===== src/rtl/stopwatch_pkg.sv =====
// Shared constants and types for the stopwatch display path: digit count,
// active-low 7-segment patterns {g,f,e,d,c,b,a} and the BCD digit type.
package stopwatch_pkg;

  localparam int NUM_DIGITS = 6;

  localparam logic [6:0] SEG_OFF  = 7'h7F;
  localparam logic [6:0] SEG_DASH = 7'b0111111;

  localparam logic [6:0] SEG_DIGIT [0:9] = '{
    7'b1000000, 7'b1111001, 7'b0100100, 7'b0110000, 7'b0011001,
    7'b0010010, 7'b0000010, 7'b1111000, 7'b0000000, 7'b0010000
  };

  typedef logic [3:0] digit_t;

endpackage


===== src/rtl/bcd_to_seg7.sv =====
// Combinational BCD to active-low 7-segment decoder; codes above 9 show a dash.
module bcd_to_seg7
  import stopwatch_pkg::*;
(
  input  digit_t     i_digit,
  output logic [6:0] o_seg
);

  always_comb begin
    o_seg = SEG_DASH;
    if (i_digit <= 4'd9) begin
      o_seg = SEG_DIGIT[i_digit];
    end
  end

endmodule


===== src/rtl/stopwatch_display_scan.sv =====
// Six-digit multiplexed 7-segment scanner with blanking gap and lap-hold freeze.
// Optional leading-zero suppression on the top three digits: LEADING_ZERO_BLANK_EN.
module stopwatch_display_scan
  import stopwatch_pkg::*;
#(
  parameter int          SCAN_DIV = 50_000,
  parameter logic [5:0]  DP_MASK  = 6'b010100
)
(
  input  logic       clk,
  input  logic       reset_n,
  input  digit_t     d,
  input  digit_t     e,
  input  digit_t     f,
  input  digit_t     g,
  input  digit_t     h,
  input  digit_t     i,
  input  logic       lap,
  output logic [5:0] an,
  output logic [6:0] seg,
  output logic       dp,
  output logic       hold
);

  localparam int               CNT_W    = (SCAN_DIV > 1) ? $clog2(SCAN_DIV) : 1;
  localparam logic [CNT_W-1:0] CNT_LAST = CNT_W'(SCAN_DIV - 1);
  localparam logic [2:0]       IDX_LAST = 3'(NUM_DIGITS - 1);

  localparam logic [0:0] ST_LIVE = 1'b0;
  localparam logic [0:0] ST_HOLD = 1'b1;

  logic [CNT_W-1:0] r_cnt;
  logic [2:0]       r_idx;
  logic             r_lapQ;
  logic [0:0]       r_state;
  logic [23:0]      r_snap;

  logic        w_tick;
  logic        w_lapRise;
  logic        w_blank;
  logic [23:0] w_live;
  logic [23:0] w_src;
  digit_t      w_digit;
  logic [6:0]  w_seg;

  assign w_tick    = (r_cnt == CNT_LAST);
  assign w_lapRise = lap & ~r_lapQ;
  assign w_live    = {i, h, g, f, e, d};
  assign w_src     = (r_state == ST_HOLD) ? r_snap : w_live;
  assign w_digit   = w_src[{r_idx, 2'b00} +: 4];
  assign hold      = (r_state == ST_HOLD);

`ifdef LEADING_ZERO_BLANK_EN
  always_comb begin
    w_blank = 1'b0;
    case (r_idx)
      3'd5:    w_blank = (w_src[23:20] == 4'd0);
      3'd4:    w_blank = (w_src[23:16] == 8'd0);
      3'd3:    w_blank = (w_src[23:12] == 12'd0);
      default: w_blank = 1'b0;
    endcase
  end
`else
  assign w_blank = 1'b0;
`endif

  bcd_to_seg7 u_dec (
    .i_digit (w_digit),
    .o_seg   (w_seg)
  );

  always_ff @(posedge clk or negedge reset_n) begin
    if (!reset_n) begin
      r_cnt <= '0;
      r_idx <= '0;
    end else if (w_tick) begin
      r_cnt <= '0;
      r_idx <= (r_idx == IDX_LAST) ? 3'd0 : r_idx + 3'd1;
    end else begin
      r_cnt <= r_cnt + 1'b1;
    end
  end

  // Snapshot is only captured when entering HOLD, so the timer keeps running underneath
  always_ff @(posedge clk or negedge reset_n) begin
    if (!reset_n) begin
      r_lapQ  <= 1'b0;
      r_state <= ST_LIVE;
      r_snap  <= '0;
    end else begin
      r_lapQ <= lap;
      if (w_lapRise) begin
        if (r_state == ST_LIVE) begin
          r_snap  <= w_live;
          r_state <= ST_HOLD;
        end else begin
          r_state <= ST_LIVE;
        end
      end
    end
  end

  always_ff @(posedge clk or negedge reset_n) begin
    if (!reset_n) begin
      an  <= 6'b111111;
      seg <= SEG_OFF;
      dp  <= 1'b1;
    end else if (w_tick || w_blank) begin
      an  <= 6'b111111;
      seg <= SEG_OFF;
      dp  <= 1'b1;
    end else begin
      an  <= ~(6'b000001 << r_idx);
      seg <= w_seg;
      dp  <= ~DP_MASK[r_idx];
    end
  end

endmodule


===== config.mk =====
export PLATFORM = sky130hd
export DESIGN_NAME = stopwatch_display_scan
export DESIGN_NICKNAME = d
export VERILOG_FILES = /design/src/rtl/stopwatch_pkg.sv /design/src/rtl/bcd_to_seg7.sv /design/src/rtl/stopwatch_display_scan.sv
export SDC_FILE = /design/constraint.sdc
export NUM_CORES = 1
export LEC_CHECK = 0
export ABC_AREA = 1
export CAP_MARGIN = 10
export CORE_ASPECT_RATIO = 1.25
export CORE_MARGIN = 2
export CORE_UTILIZATION = 44
export CTS_CLUSTER_DIAMETER = 200
export DETAILED_ROUTE_END_ITERATION = 7
export PLACE_DENSITY = 0.77
export RECOVER_POWER = 25
export SLEW_MARGIN = 20
export SYNTH_ARGS = -nofsm -noshare
export SYNTH_HDL_FRONTEND = slang
export SYNTH_SLANG_ARGS = --single-unit

===== constraint.sdc =====
create_clock -name clk -period 2 [get_ports clk]
set_input_delay 0.2 -clock clk [delete_from_list [all_inputs] [get_ports clk]]
set_output_delay 0.2 -clock clk [all_outputs]
set_load 0.02 [all_outputs]

==> impl_results.md, run 1 <==
- CTS tree: built
- Drt drc: 0
- RSZ-0062 raised after global routing: true
- Power density cells: 922 nW/um^2
- Synth area leader: dfrtp_1
- Syn. warnings: 0
- Clk_lat worst skew: 0.35 ns
- Die ar.: 7820 sq um
- GRT Total Usage: 0.200
- Ant. Diodes: 0
- Clock transition at the registers of the reported paths: 0.08 ns
- Crit-path cells: nor2_4, nand2_1, a21oi_2, nor2_1, nand2_1, nand2_2, inv_2, ha_4, or2_4, nand2_4, a21oi_4, nand2_1
- Final worst-path setup slack: -0.00523 ns
- Number of global-route vias before repair: 2820
- Core ar.: 6930 sq um
- Commonest cells after routing, fill and taps aside: nand2_1, inv_1, dfrtp_1
- Hpwl dp: 5.22 mm
- Sequential share of the synthesized area: 0.477
- Layout area overhead: 31.7%
- Buf+Inv Stages, Crit Path: 1
- Status: finished, violations left
- H-Tree Depth: 3
- Largest family of logic cells by synthesized area: simple AND/OR/NAND/NOR gates
- Critical Setup Path Class: flip-flop to flip-flop
- Combinational Power Share: 0.278
- Count of cell types in the netlist: 33
- Mux contribution to synthesized area: 0
- Pre-Repair DR Iteration Count: 4
- Hold violation total from the final report: 0
- Worst Tran Pin Value: 1.19 ns
- Syn_area_per_cell: 8.03 sq um
- Clock share of power: 0.328
- Largest net degree at the start of global routing: 42
- Leakage power: 1.99 nW
- RR Endpoint: seg[1]$_DFF_PN1_
- Sequential Area: 1500 sq um
- Layout cells sized above 1: 0.208
- # setup viols final: 3
- Routability congestion estimate: 0.927
- First-pass GRT wire length: 12.1 mm
- Failing checks: setup timing
- Syn_nets: 424
- Initial antenna violation count: 0
- ANT nets after route: 0
- Reg2reg start: r_idx[1]$_DFFE_PN0P_
- Yosys top cell area share: 0.359
- Max-Cap Viols: 0
- CTS max path bufs: 2
- Hold Crit Depth: 3
- Die X: 79.5 microns
- Worst Setup SP: r_idx[1]$_DFFE_PN0P_
- Final wirelength: 7.35 mm
- Post-Synth Simple-Gate Area: 0.258
- Via density per instance: 5.00
- Synth Area in Adders: 0.0280
- Synth top area cells: dfrtp_1, nand2_1, dfstp_2
- End of the critical path: seg[1]$_DFF_PN1_
- Xor and xnor fraction of the mapped netlist area: 0.0280
- Post-synthesis register bit count: 59
- Row count: 34
- Post-layout min period: 2.01 ns
- Internal: 2.66 mW
- Fillers: 634
- Critical Path RT: 2.27 ns
- Switching Share: 0.301
- Slew Viols, Final: 0
- Starting DRC count in detailed routing: 131
- Worst VDD drop: 0.000724 V
- Multi-input logic area: 1390 sq um
- Slew HR: 0.208
- Grt ovf: 0
- Initial Util: 0.452
- Crit Path Max Fanout: 6
- IO Pins: 42
- Routed len/inst: 13.3 microns
- CP Capture Type: flip-flop
- Final period util: 1.00
- Most common cell after layout, fill and taps aside: nand2_1
- Root Buffer: clkbuf_8
- Reg2Reg Setup Slack: -0.005 ns
- Crit-path slowest cell: dfrtp_2
- Worst EP arrival: 2.27 ns
- WP depth: 12
- Clock Skew: 0.0145 ns
- Achievable Freq: 499 MHz
- CP dominant cell by count: nand2_1
- Crit-path max cell delay: 0.48 ns
- Mapped Cells: 390
- Nets: 490
- Worst Hold Slack: 0.424 ns
- Tot Pwr: 3.81 mW
- Worst setup SP type: flip-flop
- Count of buffers from port buffering: 41
- Vias: 2757
- Worst path top cell family by delay: simple AND/OR/NAND/NOR gates
- Number of cells on the worst reg-to-reg path: 12
- Mapped cell area: 3130 sq um
- Clock sink count: 59
- Die Y: 98.3 microns
- Sequential share of power: 0.394
- Hold crit path type: input pin to flip-flop
- Post-synthesis compound-gate area fraction: 0.107
- Num CTS Buffers: 9
- Psw: 1.14 mW
[metrics by stage]
step	setup slack [ns]	util	std cells	instance area, sq um	setup TNS (ns)
after global routing	-0.122	0.595	551	4130	-0.778
after detailed placement	-0.0622	0.539	529	3740	-0.362
after CTS	0.0278	0.589	550	4090	0
after floorplan	0.00841	-	390	3140	0
after global placement	-0.0209	0.539	529	3740	-0.119
final	-0.00523	0.595	551	4130	-0.00639
[layout make-up]
cell class,instances,area share
Clock buffer,11,0.0367
Clock inverter,5,0.0182
Inverter,63,0.0585
Multi-Input combinational cell,256,0.337
Sequential cell,59,0.363
Tap cell,90,0.0273
Timing Repair Buffer,67,0.160
[state kept, by name, indices dropped and copies added, names as in the netlist]
name	count
an	6
r_snap	24
r_idx	3
r_lapQ	1
hold	1
seg	7
dp	1
r_cnt	16
[synth_stat cells, drive strengths merged]
master,instances
nor2,29
dfstp,14
o21a,1
nand3,30
xor2,9
inv,63
clkbuf,1
nor4,2
or2,4
o31ai,1
o21ai,35
a21oi,6
nor3,5
dfrtp,45
nand4,4
buf,11
ha,7
nand2,111
o211ai,11
xnor2,1
[how the worst min path moves through the flow]
stage | from | end | slack (ns)
2_1_floorplan | reset_n | hold$_DFFE_PN0P_ | -0.1
3_3_place_gp | reset_n | r_snap[19]$_DFFE_PN0P_ | 0.19
3_5_place_dp | reset_n | r_snap[19]$_DFFE_PN0P_ | 0.20
4_1_cts | lap | r_lapQ$_DFF_PN0_ | 0.32
5_1_grt | e[0] | r_snap[4]$_DFFE_PN0P_ | 0.44
6_report | d[0] | r_snap[0]$_DFFE_PN0P_ | 0.42
[worst register-to-register path, stage by stage (launching register included)]
cell and delay [ns]:
dfrtp_2 0.48, nor2_4 0.23, nand2_1 0.12, a21oi_2 0.16, nor2_1 0.07, nand2_1 0.08, nand2_2 0.10, inv_2 0.10
ha_4 0.13, or2_4 0.12, nand2_4 0.05, a21oi_4 0.19, nand2_1 0.08
[kinds of logic (layout without fill, tap and decap cells)]
family                     Yosys count  after routing
adders and majority gates            7              7
AOI/OAI and AO/OA                   54             54
xor gates and xnor gates            10             10
DFF                                 59             59
buffers and inverters               75            146
and+or+nand+nor                    185            185
[routing by layer]
| layer | global-route usage | vias to the layer above | share of wire |
|---|---|---|---|
| met1 | 0.222 | 1301 | 0.41 |
| met4 | 0.101 | 0 | 0.021 |
| met2 | 0.352 | 87 | 0.53 |
| li1 | - | 1356 | - |
| met5 | 0 | - | 0 |
| met3 | 0.0462 | 13 | 0.044 |
[power groups by stage]
| stage | sequential, mW | clock (mW) | combinational [mW] |
|---|---|---|---|
| 2_1_floorplan | 1.58 | 0 | 0.496 |
| 3_3_place_gp | 1.51 | 0 | 0.899 |
| 3_5_place_dp | 1.52 | 0 | 0.925 |
| 4_1_cts | 1.50 | 1.26 | 1.02 |
| 5_1_grt | 1.52 | 1.32 | 1.18 |
| 6_report | 1.50 | 1.25 | 1.06 |
[timing repair]
item                                    in CTS  in global routing
cloned                                       0                  1
endpoints found under the setup margin       6                  7
pin swaps                                   12                 22
hold buffers                                 1                  0
resized for setup                           19                  8
endpoints found under the hold margin       18                  0
setup buffers                                4                  1
Power figures use the tool's default switching activity.
==> run 2, diff against run 1 <==
CAP_MARGIN = 20   (was 10)
RECOVER_POWER = not set   (was 25)
==> impl_results.md, run 2 (same netlist as run 1, synthesis figures left out) <==
- Count of buffers from port buffering: 41
- Ant. Diodes: 0
- Pre-CTS WS: -0.0622 ns
- Clock transition at the registers of the reported paths: 0.08 ns
- Vias: 2755
- Crit-path max cell delay: 0.48 ns
- Crit-path slowest cell: dfrtp_2
- Slew HR: 0.672
- Worst Hold Slack: 0.323 ns
- Worst Tran Pin Value: 0.492 ns
- Via density per instance: 5.00
- Tot Pwr: 3.81 mW
- Starting DRC count in detailed routing: 125
- Worst Setup SP: r_idx[1]$_DFFE_PN0P_
- Hpwl dp: 5.22 mm
- Clock Skew: 0.0145 ns
- Final wirelength: 7.36 mm
- Worst VDD drop: 0.000724 V
- Layout cells sized above 1: 0.213
- Hold_sp: lap
- Max-Cap Viols: 0
- Power density cells: 921 nW/um^2
- Layout area overhead: 31.9%
- Initial Util: 0.452
- Die X: 79.5 microns
- Worst path top cell family by delay: simple AND/OR/NAND/NOR gates
- Worst EP arrival: 2.29 ns
- Die Y: 98.3 microns
- Initial antenna violation count: 0
- Clock sink count: 59
- GRT Total Usage: 0.200
- Crit Path Max Fanout: 6
- CP dominant cell by count: nand2_1
- IO Pins: 42
- Grt ovf: 0
- Largest net degree at the start of global routing: 42
- Critical Setup Path Class: flip-flop to flip-flop
- Root Buffer: clkbuf_8
- Num CTS Buffers: 9
- CTS max path bufs: 2
- # setup viols final: 3
- Reg with most FFs: r_snap
- Achievable Freq: 498 MHz
- RSZ-0062 raised after global routing: true
- Post-layout util: 0.596
- Placed cell area: 3740 sq um
- Nets: 490
- Slew Viols, Final: 0
- Reg2reg start: r_idx[1]$_DFFE_PN0P_
- Buf+Inv Stages, Crit Path: 1
- Row count: 34
- Final period util: 1.00
- ANT nets after route: 0
- Routability congestion estimate: 0.927
- Commonest cells after routing, fill and taps aside: nand2_1, inv_1, dfrtp_1
- H-Tree Depth: 3
- Status: finished, violations left
- Leakage power: 1.99 nW
- First-pass GRT wire length: 12.1 mm
- Core ar.: 6930 sq um
- Pre-Repair DR Iteration Count: 4
- Drt drc: 0
- Die ar.: 7820 sq um
- Critical Path RT: 2.29 ns
- CTS tree: built
- Number of global-route vias before repair: 2820
- Post-layout min period: 2.01 ns
- Design area: 4130 sq um
- Failing checks: setup timing
- Crit-path cells: nor2_4, nand2_1, a21oi_2, nor2_1, nand2_1, nand2_2, buf_4, ha_1, nand2_1, nand3_1, nand2_1
- Clk_lat worst skew: 0.35 ns
- Hold violation total from the final report: 0
- Fillers: 632
- Flip-flop count of the largest register after layout: 24
- Hold crit path type: input pin to flip-flop
- Worst setup SP type: flip-flop
- Most common cell after layout, fill and taps aside: nand2_1
- Largest regs: r_snap (24), r_cnt (16), seg (7)
- Final worst-path setup slack: -0.00644 ns
- CP Capture Type: flip-flop
- Routed len/inst: 13.4 microns
## run 2: cell count changes in the layout (fill, tap and decap cells not counted)
cell | before | now
nor2_1 | 21 | 20
dlygate4sd3_1 | 2 | 1
nor2_2 | 5 | 6
buf_2 | 0 | 1
clkbuf_1 | 1 | 0
clkdlybuf4s50_1 | 39 | 40
## run 2: layout make-up
class / count / area [sq um] / area share
clock buffer: 11 / 151 / 0.0366
clock inverter: 5 / 75.1 / 0.0182
inverter: 63 / 241 / 0.0584
multi-input combinational: 256 / 1390 / 0.337
sequential: 59 / 1500 / 0.363
tap: 90 / 113 / 0.0273
timing repair buffer: 67 / 661 / 0.160
## run 2: worst paths after layout
path	end	slack [ns]	cells past startpoint
min in group asynchronous	r_snap[4]$_DFFE_PN0P_	0.34	2
max in group asynchronous	an[2]$_DFF_PN1_	1.01	3
worst min-delay path	r_lapQ$_DFF_PN0_	0.32	1
worst max-delay path	seg[3]$_DFF_PN1_	-0.006	11
worst min register to register	r_cnt[0]$_DFF_PN0_	0.46	1
worst max register to register	seg[3]$_DFF_PN1_	-0.006	11
## run 2: per-stage QoR
step                cells  setup TNS [ns]
floorplan             390               0
global placement      529          -0.119
detailed placement    529          -0.362
CTS                   550               0
global route          551          -0.778
finish                551         -0.0137
## run 2: timing repair
item,4_1_cts,5_1_grt
hold buffers,1,0
resized for setup,19,8
cloned,0,1
endpoints found under the hold margin,18,0
setup buffers,4,1
pin swaps,12,22
endpoints found under the setup margin,6,7
## run 2: per-layer routing
| layer | global-route usage | part of all wire | vias up |
|---|---|---|---|
| met5 | 0 | 0 | - |
| met4 | 0.101 | 0.021 | 0 |
| met3 | 0.0462 | 0.041 | 13 |
| met2 | 0.352 | 0.53 | 85 |
| met1 | 0.222 | 0.41 | 1302 |
| li1 | - | - | 1355 |
## run 2: where the power goes
group	switching, mW	internal (mW)	leakage [nW]	total, mW
Sequential	0.0754	1.42	0.714	1.50
Clock	0.487	0.762	0.119	1.25
Combinational	0.582	0.477	1.15	1.06
Total	1.14	2.66	1.99	3.81
==> run 3, diff against run 2 <==
SLEW_MARGIN = not set   (was 20)
==> results of run 3 <==
Final layout, timing and power as in run 2 (identical DEF).
